===== src/rtl/seg_scan8.sv =====
// Eight-digit multiplexed seven-segment scan controller with a double-buffered display word.
// Digit select goes out through a 3-to-8 decoder (A/G1/G2/G3); segments are active-high.
module seg_scan8 #(
  parameter int DIV   = 50000,
  parameter int BLANK = 16
) (
  input  logic        CLK,
  input  logic        RST_N,
  input  logic        EN,
  input  logic        LOAD,
  input  logic [31:0] DIN,
  input  logic [7:0]  DP_IN,
  output logic [2:0]  A,
  output logic        G1,
  output logic        G2,
  output logic        G3,
  output logic [7:0]  SEG,
  output logic        PENDING,
  output logic        FRAME
);

  localparam int CW = (DIV > 1) ? $clog2(DIV) : 1;

  logic [CW-1:0] cnt_q, cnt_d;
  logic [2:0]    a_q, a_d;
  logic [31:0]   disp_hex_q, disp_hex_d;
  logic [7:0]    disp_dp_q, disp_dp_d;
  logic [31:0]   shad_hex_q, shad_hex_d;
  logic [7:0]    shad_dp_q, shad_dp_d;
  logic          pending_q, pending_d;
  logic          frame_q, frame_d;
  logic          en_q, en_d;
  logic          g1_q, g1_d;
  logic [7:0]    seg_q, seg_d;
  logic          cnt_wrap;
  logic          frame_edge;
  logic [3:0]    nib;

  function automatic logic [6:0] hex7(input logic [3:0] v);
    case (v)
      4'h0: hex7 = 7'h3F;
      4'h1: hex7 = 7'h06;
      4'h2: hex7 = 7'h5B;
      4'h3: hex7 = 7'h4F;
      4'h4: hex7 = 7'h66;
      4'h5: hex7 = 7'h6D;
      4'h6: hex7 = 7'h7D;
      4'h7: hex7 = 7'h07;
      4'h8: hex7 = 7'h7F;
      4'h9: hex7 = 7'h6F;
      4'hA: hex7 = 7'h77;
      4'hB: hex7 = 7'h7C;
      4'hC: hex7 = 7'h39;
      4'hD: hex7 = 7'h5E;
      4'hE: hex7 = 7'h79;
      default: hex7 = 7'h71;
    endcase
  endfunction

  always_comb begin
    cnt_wrap   = (cnt_q == CW'(DIV - 1));
    frame_edge = cnt_wrap && (a_q == 3'd7);
    cnt_d      = cnt_wrap ? '0 : cnt_q + 1'b1;
    a_d        = cnt_wrap ? a_q + 3'd1 : a_q;
    disp_hex_d = disp_hex_q;
    disp_dp_d  = disp_dp_q;
    shad_hex_d = shad_hex_q;
    shad_dp_d  = shad_dp_q;
    pending_d  = pending_q;
    frame_d    = frame_edge;
    en_d       = EN;

    // A load on the commit edge bypasses the shadow so it is not lost or delayed a frame.
    if (frame_edge) begin
      if (LOAD) begin
        disp_hex_d = DIN;
        disp_dp_d  = DP_IN;
      end else if (pending_q) begin
        disp_hex_d = shad_hex_q;
        disp_dp_d  = shad_dp_q;
      end
      pending_d = 1'b0;
    end else if (LOAD) begin
      shad_hex_d = DIN;
      shad_dp_d  = DP_IN;
      pending_d  = 1'b1;
    end

    // Outputs are derived from next-state values so they line up with the registered slot.
    g1_d  = (cnt_d >= CW'(BLANK));
    nib   = disp_hex_d[{a_d, 2'b00} +: 4];
    seg_d = (EN && g1_d) ? {disp_dp_d[a_d], hex7(nib)} : 8'h00;
  end

  always_ff @(posedge CLK or negedge RST_N) begin
    if (!RST_N) begin
      cnt_q      <= '0;
      a_q        <= 3'd0;
      disp_hex_q <= 32'h0;
      disp_dp_q  <= 8'h0;
      shad_hex_q <= 32'h0;
      shad_dp_q  <= 8'h0;
      pending_q  <= 1'b0;
      frame_q    <= 1'b0;
      en_q       <= 1'b0;
      g1_q       <= 1'b0;
      seg_q      <= 8'h00;
    end else begin
      cnt_q      <= cnt_d;
      a_q        <= a_d;
      disp_hex_q <= disp_hex_d;
      disp_dp_q  <= disp_dp_d;
      shad_hex_q <= shad_hex_d;
      shad_dp_q  <= shad_dp_d;
      pending_q  <= pending_d;
      frame_q    <= frame_d;
      en_q       <= en_d;
      g1_q       <= g1_d;
      seg_q      <= seg_d;
    end
  end

  assign A       = a_q;
  assign G1      = g1_q;
  assign G2      = ~en_q;
  assign G3      = 1'b0;
  assign SEG     = seg_q;
  assign PENDING = pending_q;
  assign FRAME   = frame_q;

endmodule


===== config.mk =====
export PLATFORM = sky130hd
export DESIGN_NAME = seg_scan8
export DESIGN_NICKNAME = d
export VERILOG_FILES = /design/src/rtl/seg_scan8.sv
export SDC_FILE = /design/constraint.sdc
export NUM_CORES = 1
export LEC_CHECK = 0
export BUFFER_PORTS_ARGS = -buffer_cell sky130_fd_sc_hd__clkbuf_2
export CAP_MARGIN = 5
export CORE_MARGIN = 8
export CORE_UTILIZATION = 30
export CTS_CLUSTER_DIAMETER = 30
export CTS_CLUSTER_SIZE = 12
export DETAILED_ROUTE_END_ITERATION = 16
export PLACE_DENSITY = 0.51
export SYNTH_ARGS = -nofsm -noshare
export SYNTH_HDL_FRONTEND = slang
export SYNTH_SLANG_ARGS = --single-unit

===== constraint.sdc =====
create_clock -name CLK -period 5.7 [get_ports CLK]
set_clock_uncertainty 0.15 [all_clocks]
set_input_delay 1.14 -clock CLK [delete_from_list [all_inputs] [get_ports CLK]]
set_output_delay 1.14 -clock CLK [all_outputs]
set_load 0.01 [all_outputs]

==> flow_summary.toml <==
[timing]
final.period_utilization_pct = 84.0
report.final.slew_viol_count = 0
timing_hold_violations_final = 0
finalWorstPathRequiredPeriod_ps = 4790
worstMarginPinSlew_ps = 1070
setup_repair_after_global_routing_missed_its_margin = "false"
finalSetupViolations = 0
timing.max_slew.rel_slack_pct = 28.4
setup_tns_ps = 0
timing.fmax_ghz = 0.209
worst_slack_ps = 914

[global_routing]
global_route_wire_length_before_repair_um = 24100
total_routing_resource_utilization_after_global_routing_pct = 12.9
initial_antenna_violation_count = 0
grt_remaining_overflow = 0
pin_count_of_the_biggest_net_entering_global_routing = 65
vias_in_the_first_global_route = 4372

[synthesis]
ys_top_cells_by_area = "dfrtp_1, mux2_2, nand2_1"
postSynth.asyncResetShare_pct = 100
synthesized_netlist_net_count = 604
syn_avg_cell_area_um2 = 10.2
yosysUniqueCellTypes = 67
synth_top_area_share_pct = 49.1
post-synth-top-area-cell = "dfrtp_1"
total_standard_cell_area_after_synthesis_mm2 = 0.00566
part_of_the_yosys_area_used_for_sequential_elements_pct = 49.1
ys_dominant_reg_cell = "dfrtp_1"
synthesis.yosys.warnings = 0
post_synth_inst_count = 552
synth_seq_cells = 111
synth_enable_flop_cells = 0

[pwr]
power.sequential.fraction_pct = 52.2
power.density_cell_area_mw_per_mm2 = 251
switching_share_of_total_power_pct = 23.1
power_frac_clock_pct = 40.1
switching_power_w = 0.000373
static-leakage-power_nw = 3.02
max-vdd-ir-drop_uv = 152
logic_gate_share_of_total_power_pct = 7.6
intPower_w = 0.00125

[outcome]
status = "finished, final reports clean"

[final_layout]
layout-drive-gt1-share_pct = 24.2
n_antenna_cell = 0
areaGrowthSynthToFinish_pct = 14.0
num-nets-final = 646
sequential_cell_area_mm2 = 0.00278
area_taken_by_multi_input_logic_gates_mm2 = 0.00265
fillers = 1887

[min_path]
worst_hold_path.num_cells = 1
hold_path_startpoint = "disp_hex_q[9]$_DFF_PN0_"
holdCritPathClass = "flop to flop"
whs_endpoint = "disp_hex_q[9]$_DFF_PN0_"

[floorplan]
die_h_um = 153
floorplan.core_area_mm2 = 0.0186
pin_count = 60
die_w_um = 153
placement_rows = 50
floorplan.die_area_mm2 = 0.0235
initial_utilization_pct = 30.4

[detailed_routing]
first_iter_violations = 281
routed_wire_length_per_instance_um = 17.9
antenna_left = 0
detailed_router_iteration_count_before_antenna_repair = 4
drc = 0
wl_um = 14900
dr_total_vias = 4329
route.detailed.vias_per_inst = 5.20

[setup_path]
critical_path.max_fanout = 17
critical_path.endpoint_type = "flop"
critical_path.reg2reg.endpoint = "SEG[3]$_DFF_PN0_"
worst_r2r_start = "cnt_q[7]$_DFF_PN0_"
crit_type = "flop to flop"
r2r_slack_ps = 910
worst-r2r-cell-count = 13
crit_arrival_ps = 4920
start_kind = "flop"
worst-endpoint-required_ps = 5840

[clocking]
cts_tree = "done"
cts_inserted_buffers = 9
cts_setup_buffers = 0
holdBufCountCts = 0
clkSinkCount = 111
clockRootBuffer = "clkbuf_16"
post_cts_resize_count = 0
cts_buffer_depth = 2
clk-insertion-delay-late_ps = 360
clock_tree.htree_level_count = 3
worst_setup_hold_path_clk_slew_ps = 70

[placed_design]
final_weighted_congestion_in_routability_driven_placement = 0.760
count_of_input_and_output_buffers = 58
dp.final_hpwl_um = 10300
detailedPlace.worstSlack_ps = 922

[job]
timing.max_cap.violations = 0
==> layer usage <==
layer / routed length, um / part of all wire (%) / up-vias / global-route usage (%)
met4: 184 / 1.2 / 0 / 4.19
li1: - / - / 2066 / -
met1: 7500 / 50 / 2169 / 17.7
met2: 6580 / 44 / 83 / 19.4
met5: 0 / 0 / - / 0
met3: 591 / 4.0 / 11 / 3.19
==> flip-flops by register name (all words and copies together) (netlist names) <==
name        flops
SEG             8
shad_hex_q     32
A               3
shad_dp_q       8
FRAME           1
PENDING         1
disp_hex_q     32
cnt_q          16
en_q            1
disp_dp_q       8
G1              1
==> cells by family (layout without fill, tap and decap cells) <==
family | after synthesis | after routing | synth area share, %
AND/OR/NAND/NOR | 182 | 182 | 15.8
adder cells (fa/ha/maj) | 8 | 8 | 1.77
buffers and inverters | 51 | 97 | 4.03
XOR/XNOR | 14 | 14 | 2.17
AO/OA/AOI/OAI | 130 | 130 | 16.3
flip-flops | 111 | 111 | 49.1
other | 1 | 1 | 0.0663
multiplexers | 55 | 55 | 10.8
==> how the worst max path moves through the flow <==
stage | from | to | slack, ps | cells past startpoint
4_1_cts | cnt_q[7]$_DFF_PN0_ | SEG[3]$_DFF_PN0_ | 870 | 13
3_5_place_dp | cnt_q[4]$_DFF_PN0_ | SEG[3]$_DFF_PN0_ | 920 | 13
5_1_grt | cnt_q[4]$_DFF_PN0_ | SEG[3]$_DFF_PN0_ | 660 | 13
2_1_floorplan | LOAD | SEG[3]$_DFF_PN0_ | 1710 | 15
3_3_place_gp | cnt_q[7]$_DFF_PN0_ | SEG[3]$_DFF_PN0_ | 1030 | 13
6_report | cnt_q[7]$_DFF_PN0_ | SEG[3]$_DFF_PN0_ | 910 | 13
==> critical path, cell delays in order (launching register included) <==
cell	delay [ps]
dfrtp_1	460
or4b_4	620
nor4_2	480
xnor2_1	170
buf_4	260
clkinv_1	570
a21oi_1	360
o22ai_1	120
a221oi_2	460
inv_1	140
ha_1	270
mux2_1	290
mux2_2	260
nor2_1	100
==> cell usage in the layout, fill, tap and decap left out, types with 9 or more instances in the layout <==
| cell | instances |
|---|---|
| nand2_1 | 57 |
| a21o_1 | 15 |
| dfrtp_1 | 111 |
| mux2i_1 | 10 |
| nand3_1 | 22 |
| a21oi_1 | 36 |
| clkbuf_16 | 9 |
| inv_1 | 10 |
| nor2_1 | 50 |
| a211oi_1 | 11 |
| a32oi_1 | 12 |
| mux2_2 | 43 |
| clkbuf_2 | 57 |
| buf_4 | 12 |
==> through the flow <==
stage          power [W]  area [um2]  util [%]  hold slack, ps  instances
2_1_floorplan   0.000925        5660         -             290        552
3_3_place_gp    0.000984        6150      33.1             303        817
3_5_place_dp    0.000986        6150      33.1             307        817
4_1_cts          0.00164        6450      34.7             323        832
5_1_grt          0.00169        6450      34.7             336        832
6_report         0.00162        6450      34.7             318        832
==> power groups by stage <==
stage          clock network, W  registers, W  logic (W)
2_1_floorplan                 0      0.000855  0.0000700
3_3_place_gp                  0      0.000860   0.000124
3_5_place_dp                  0      0.000860   0.000126
4_1_cts                0.000672      0.000845   0.000127
5_1_grt                0.000699      0.000849   0.000139
6_report               0.000649      0.000845   0.000124
==> area by class of cell <==
| class | instances | share of cell area (%) |
|---|---|---|
| Multi-Input combinational cell | 390 | 41.2 |
| Inverter | 13 | 0.757 |
| Timing Repair Buffer | 69 | 5.82 |
| Tap cell | 234 | 4.54 |
| Sequential cell | 111 | 43.1 |
| Clock inverter | 3 | 0.660 |
| Clock buffer | 12 | 3.98 |
==> synthesized netlist by cell type (all sizes together), types with 2 or more instances <==
cell type / instances
or2: 4
o21bai: 2
mux2i: 10
mux2: 45
o21a: 4
ha: 8
a22oi: 3
nand2: 57
a32oi: 12
dfrtp: 111
a311oi: 2
a211oi: 11
o22ai: 5
buf: 11
a21o: 15
o21ai: 9
nor3: 6
a21oi: 36
a211o: 2
xnor2: 7
o22a: 2
nor2b: 3
o211a: 3
or4: 3
xor2: 7
nand4bb: 2
a31o: 2
o211ai: 6
clkbuf: 27
a22o: 2
nand4: 4
nand2b: 2
and2: 8
nor4: 6
or3: 4
a221oi: 3
and3: 7
nand3: 22
nor2: 51
inv: 12
a31oi: 3
Note: power is estimated with default switching activity, not from simulation.
